## config.mk

```make
export PLATFORM = sky130hd
export DESIGN_NAME = rv_mc_sequencer
export DESIGN_NICKNAME = d
export VERILOG_FILES = /design/src/rtl/rv_seq_pkg.sv /design/src/rtl/rv_mem_wdog.sv /design/src/rtl/rv_mc_sequencer.sv
export SDC_FILE = /design/constraint.sdc
export NUM_CORES = 1
export LEC_CHECK = 0
export ABC_AREA = 0
export CAP_MARGIN = 20
export CORE_ASPECT_RATIO = 1.75
export CORE_MARGIN = 2
export CORE_UTILIZATION = 51
export DETAILED_ROUTE_END_ITERATION = 7
export PLACE_DENSITY = 0.86
export SLEW_MARGIN = 20
export SYNTH_ARGS = -nofsm -noshare
export SYNTH_HDL_FRONTEND = slang
export SYNTH_SLANG_ARGS = --single-unit
```

## constraint.sdc

```tcl
create_clock -name clk -period 4.18 [get_ports clk]
set_input_delay 0.836 -clock clk [delete_from_list [all_inputs] [get_ports clk]]
set_output_delay 0.836 -clock clk [all_outputs]
set_load 0.01 [all_outputs]
```

## src/rtl/rv_seq_pkg.sv

```systemverilog
// Shared types for the RV32I multi-cycle sequencer.
// States, PC/writeback select encodings and address select constants.
package rv_seq_pkg;

    typedef enum logic [2:0] {
        S_BOOT,
        S_FETCH,
        S_DECODE,
        S_EXEC,
        S_MEM,
        S_WB,
        S_HALT
    } seq_state_e;

    typedef enum logic [1:0] {
        PC_PLUS4,
        PC_BR,
        PC_JAL,
        PC_JALR
    } pc_sel_e;

    typedef enum logic [1:0] {
        WB_ALU,
        WB_PC4,
        WB_LOAD
    } wb_sel_e;

    localparam logic ADDR_PC  = 1'b0;
    localparam logic ADDR_ALU = 1'b1;

endpackage

```

## src/rtl/rv_mem_wdog.sv

```systemverilog
// Memory wait watchdog: counts consecutive stalled request cycles.
// Only instantiated when SEQ_TIMEOUT_EN is defined.
module rv_mem_wdog #(
    parameter int MEM_TIMEOUT = 16
) (
    input  logic clk,
    input  logic reset,
    input  logic run,
    output logic timeout
);

    localparam int CW = (MEM_TIMEOUT > 1) ? $clog2(MEM_TIMEOUT) : 1;

    logic [CW-1:0] cnt;

    assign timeout = run && (cnt == CW'(MEM_TIMEOUT - 1));

    always_ff @(posedge clk or negedge reset) begin
        if (!reset) begin
            cnt <= '0;
        end else if (!run || timeout) begin
            cnt <= '0;
        end else begin
            cnt <= cnt + 1'b1;
        end
    end

endmodule

```

## src/rtl/rv_mc_sequencer.sv

```systemverilog
// Multi-cycle control FSM for the RV32I datapath and shared memory port.
// Define SEQ_TIMEOUT_EN to enable the memory wait timeout and bus_err.
module rv_mc_sequencer
    import rv_seq_pkg::*;
#(
    parameter int MEM_TIMEOUT = 16,
    parameter int INSTRET_W   = 32
) (
    input  logic                 clk,
    input  logic                 reset,
    input  logic                 isALUreg,
    input  logic                 isALUimm,
    input  logic                 isLUI,
    input  logic                 isAUIPC,
    input  logic                 isJAL,
    input  logic                 isJALR,
    input  logic                 isBranch,
    input  logic                 isLoad,
    input  logic                 isStore,
    input  logic                 isSYSTEM,
    input  logic                 take_branch,
    input  logic                 mem_ready,
    output logic                 mem_req,
    output logic                 mem_we,
    output logic                 addr_sel,
    output logic                 ir_we,
    output logic                 reg_we,
    output logic [1:0]           wb_sel,
    output logic                 pc_we,
    output logic [1:0]           pc_sel,
    output logic                 halted,
    output logic                 bus_err,
    output logic [INSTRET_W-1:0] instret
);

    if (MEM_TIMEOUT < 1) begin : g_bad_timeout
        $error("MEM_TIMEOUT must be at least 1");
    end

    seq_state_e state, state_nx;
    pc_sel_e    pc_sel_c;
    wb_sel_e    wb_sel_c;
    logic       retire;
    logic       timeout;

`ifdef SEQ_TIMEOUT_EN
    rv_mem_wdog #(
        .MEM_TIMEOUT(MEM_TIMEOUT)
    ) u_wdog (
        .clk    (clk),
        .reset  (reset),
        .run    (mem_req && !mem_ready),
        .timeout(timeout)
    );

    always_ff @(posedge clk or negedge reset) begin
        if (!reset) begin
            bus_err <= 1'b0;
        end else if (timeout) begin
            bus_err <= 1'b1;
        end
    end
`else
    assign timeout = 1'b0;
    assign bus_err = 1'b0;
`endif

    assign wb_sel = wb_sel_c;
    assign pc_sel = pc_sel_c;
    assign halted = (state == S_HALT);

    always_comb begin
        state_nx = state;
        mem_req  = 1'b0;
        mem_we   = 1'b0;
        addr_sel = ADDR_PC;
        ir_we    = 1'b0;
        reg_we   = 1'b0;
        wb_sel_c = WB_ALU;
        pc_we    = 1'b0;
        pc_sel_c = PC_PLUS4;
        retire   = 1'b0;
        unique case (state)
            S_BOOT: state_nx = S_FETCH;
            S_FETCH: begin
                mem_req = 1'b1;
                if (timeout) begin
                    state_nx = S_HALT;
                end else if (mem_ready) begin
                    ir_we    = 1'b1;
                    state_nx = S_DECODE;
                end
            end
            S_DECODE: state_nx = S_EXEC;
            S_EXEC: begin
                unique case (1'b1)
                    isLoad, isStore: state_nx = S_MEM;
                    isSYSTEM:        state_nx = S_HALT;
                    default: begin
                        pc_we    = 1'b1;
                        retire   = 1'b1;
                        state_nx = S_FETCH;
                        reg_we   = isALUreg | isALUimm | isLUI
                                 | isAUIPC | isJAL | isJALR;
                        if (isJAL || isJALR) wb_sel_c = WB_PC4;
                        if (isJAL)
                            pc_sel_c = PC_JAL;
                        else if (isJALR)
                            pc_sel_c = PC_JALR;
                        else if (isBranch && take_branch)
                            pc_sel_c = PC_BR;
                    end
                endcase
            end
            S_MEM: begin
                mem_req  = 1'b1;
                addr_sel = ADDR_ALU;
                mem_we   = isStore;
                if (timeout) begin
                    state_nx = S_HALT;
                end else if (mem_ready) begin
                    if (isStore) begin
                        pc_we    = 1'b1;
                        retire   = 1'b1;
                        state_nx = S_FETCH;
                    end else begin
                        state_nx = S_WB;
                    end
                end
            end
            S_WB: begin
                reg_we   = 1'b1;
                wb_sel_c = WB_LOAD;
                pc_we    = 1'b1;
                retire   = 1'b1;
                state_nx = S_FETCH;
            end
            default: state_nx = S_HALT;
        endcase
    end

    always_ff @(posedge clk or negedge reset) begin
        if (!reset) begin
            state   <= S_BOOT;
            instret <= '0;
        end else begin
            state <= state_nx;
            if (retire) instret <= instret + 1'b1;
        end
    end

endmodule

```

==> flow_metrics.env <==
export IMPL_period_needed_ns=3.52
export IMPL_synth_edf_count=0
export IMPL_period_share_pct=84.2
export IMPL_final_cells=281
export IMPL_end_kind="output port"
export IMPL_design_area_um2=2600
export IMPL_drcViolationCount=0
export IMPL_setup_ws_ns=0.662
export IMPL_r2r_slack_ns=2.21
export IMPL_drt_iter0_markers=22
export IMPL_cts_sinks=35
export IMPL_postCtsSetupBuffers=0
export IMPL_grt_pass1_wl_um=6960
export IMPL_num_fill_cells=278
export IMPL_hp_class="reg -> reg"
export IMPL_grt_usage_pct=21.1
export IMPL_multi_input_area_um2=1000
export IMPL_avgSynthCellArea_um2=11.1
export IMPL_grt_overflow_total=0
export IMPL_path_class="in -> out"
export IMPL_core_um2=3630
export IMPL_synth_cell_types=43
export IMPL_synth_top_area_share_pct=45.2
export IMPL_rows=29
export IMPL_routed_wl_um=4170
export IMPL_yosysMostFrequentCell="dfrtp_1"
export IMPL_tritoncts="built"
export IMPL_synth_largest_area_cell="dfrtp_1"
export IMPL_wl_per_cell_um=14.8
export IMPL_worst_hold_slack_ns=0.479
export IMPL_antenna_cells=0
export IMPL_cp_startpoint="isStore"
export IMPL_fmax_ghz=0.284
export IMPL_slew_viol_final=0
export IMPL_worst_slew_pin_slew_ns=0.664
export IMPL_portBuffers=56
export IMPL_fin_skew_ns=0.00437
export IMPL_synthTopCellsByCount="dfrtp_1, xor2_1, nand2_1, nor2_1, nor3_1"
export IMPL_crit_arrival_ns=2.68
export IMPL_gp_congestion=0.829
export IMPL_finalHoldViolCount=0
export IMPL_p_per_area_nw_per_um2=402
export IMPL_antenna_found_initial=0
export IMPL_die_w_um=50.6
export IMPL_seq_area_frac_synth_pct=45.2
export IMPL_setup_viol=0
export IMPL_path_delay_family="buffers and inverters"
export IMPL_cp_common_cell="clkdlybuf4s50_1"
export IMPL_max_cap_viol_count=0
export IMPL_outcome="completed"
export IMPL_die_h_um=85.6
export IMPL_start_util_pct=53.4
export IMPL_clockBufferDepth=2
export IMPL_cp_required_ns=3.34
export IMPL_cp_endpoint="pc_sel[0]"
export IMPL_cts_root_buffer="clkbuf_8"
export IMPL_slowest_stage="clkdlybuf4s50_1"
export IMPL_final_nets=249
export IMPL_cts_buffers=5
export IMPL_hold_buffers=0
export IMPL_pre_cts_ws_ns=0.666
export IMPL_grt_pass1_vias=1478
export IMPL_relSlewSlack_pct=55.7
export IMPL_ys_ff_latch=35
export IMPL_vdd_drop_max_uv=416
export IMPL_htree_levels=2
export IMPL_dpl_instance_area_um2=2520
export IMPL_tns_ns=0
export IMPL_netlist_instances=175
export IMPL_cp_cell_sequence="clkdlybuf4s50_1 -> nor3_4 -> nand3_1 -> nor3_1 -> clkdlybuf4s50_1"
export IMPL_ctsResizeCount=0
export IMPL_route_vias_total=1558
export IMPL_utilization_pct=71.6
export IMPL_timing_rr_end="instret[22]$_DFFE_PN0P_"
export IMPL_synth_cell_area_um2=1940
export IMPL_cp_slowest_stage_delay_ns=0.56
export IMPL_leakagePower_nw=1.24
export IMPL_finalPower_mw=1.04
export IMPL_rsz0062_at_grt="false"
export IMPL_first_pass_iters=4
export IMPL_reg2reg_depth=4
export IMPL_ys_flop_type="dfrtp_1"
export IMPL_design_die_area_um2=4330
export IMPL_synth_area_leaders="dfrtp_1, xor2_1, nor4b_1"
export IMPL_worstSetupStartpointType="primary input"
export IMPL_design_portCount=58
export IMPL_yosys_warnings=0
export IMPL_dp_cells=273
export IMPL_final_antenna_net_count=0
export IMPL_crit_fanout=5
export IMPL_grt_max_degree=36
export IMPL_regArea_um2=876
export IMPL_async_reset_ff_share_pct=100
export IMPL_clock_latency_ns=0.29
export IMPL_drive_above_1_share_pct=10.6
export IMPL_hpwl_um=3050
export IMPL_worst_path_stages=5
export IMPL_viasPerCell=5.54
export IMPL_cp_num_buf_inv=2
export IMPL_clkTransAtPathRegs_ns=0.07
export IMPL_syn_to_final_growth_pct=34.1
export IMPL_reg2reg_from="state[1]$_DFFE_PN0P_"
export IMPL_syn_num_nets=190
## registers in the layout (all words and copies together) (netlist names)
register and count:
instret 32, state 3
## cell families after synthesis
family          after synthesis  share of synthesized area (%)
buf+inv                       8                           3.16
mux                           1                          0.581
simple gates                 85                           30.5
xor+xnor                     31                           14.0
fa+ha+maj                     1                          0.645
flops                        35                           45.2
other cells                   1                          0.193
compound gates               13                           5.75
## area by class of cell
class                           count  share of cell area, %
Clock inverter                      1                  0.193
Multi-Input combinational cell    132                   38.5
Timing Repair Buffer               58                   22.1
Inverter                            2                  0.289
Sequential cell                    35                   33.7
Tap cell                           46                   2.21
Clock buffer                        7                   2.94
## worst min-delay path by stage
stage / from / to / slack (ns) / depth (start not counted)
2_1_floorplan: instret[31]$_DFFE_PN0P_ / instret[31]$_DFFE_PN0P_ / 0.50 / 1
3_3_place_gp: instret[31]$_DFFE_PN0P_ / instret[31]$_DFFE_PN0P_ / 0.45 / 1
3_5_place_dp: instret[31]$_DFFE_PN0P_ / instret[31]$_DFFE_PN0P_ / 0.47 / 1
4_1_cts: instret[31]$_DFFE_PN0P_ / instret[31]$_DFFE_PN0P_ / 0.48 / 1
5_1_grt: instret[31]$_DFFE_PN0P_ / instret[31]$_DFFE_PN0P_ / 0.49 / 1
6_report: instret[31]$_DFFE_PN0P_ / instret[31]$_DFFE_PN0P_ / 0.48 / 1
## cell usage in the layout (no fill, tap or decap), types with 2 or more instances in the layout
cell             Yosys  final
nand4_1              3      3
nor3_1              10     10
dfrtp_1             35     35
and2b_1              2      2
inv_1                2      2
and2_1               3      3
nor4_1               5      5
a21oi_1              3      3
clkdlybuf4s50_1      0     56
nor4_4               2      2
nor2_1              10     10
nor4b_1              7      7
and2_2               2      2
clkbuf_1             0      2
and4_1               4      4
xor2_1              28     28
xnor2_1              3      3
nand3_1              9      9
clkbuf_8             0      5
buf_4                1      2
nand4_4              2      2
nand2_1             10     10
o21ai_0              4      4
nand2b_1             3      3
nor3b_1              2      2
and3_1               3      3
## report_power, final
group / internal, mW / switching, mW
Sequential: 0.376 / 0.0708
Combinational: 0.187 / 0.175
Clock: 0.117 / 0.117
Total: 0.681 / 0.363
## layer usage
layer	part of all wire [%]	global-route usage, %	vias to the layer above
li1	-	-	749
met2	52	35.0	37
met3	4.1	4.01	8
met5	0	0	-
met4	1.9	9.58	0
met1	42	26.2	764
Power figures use the tool's default switching activity.
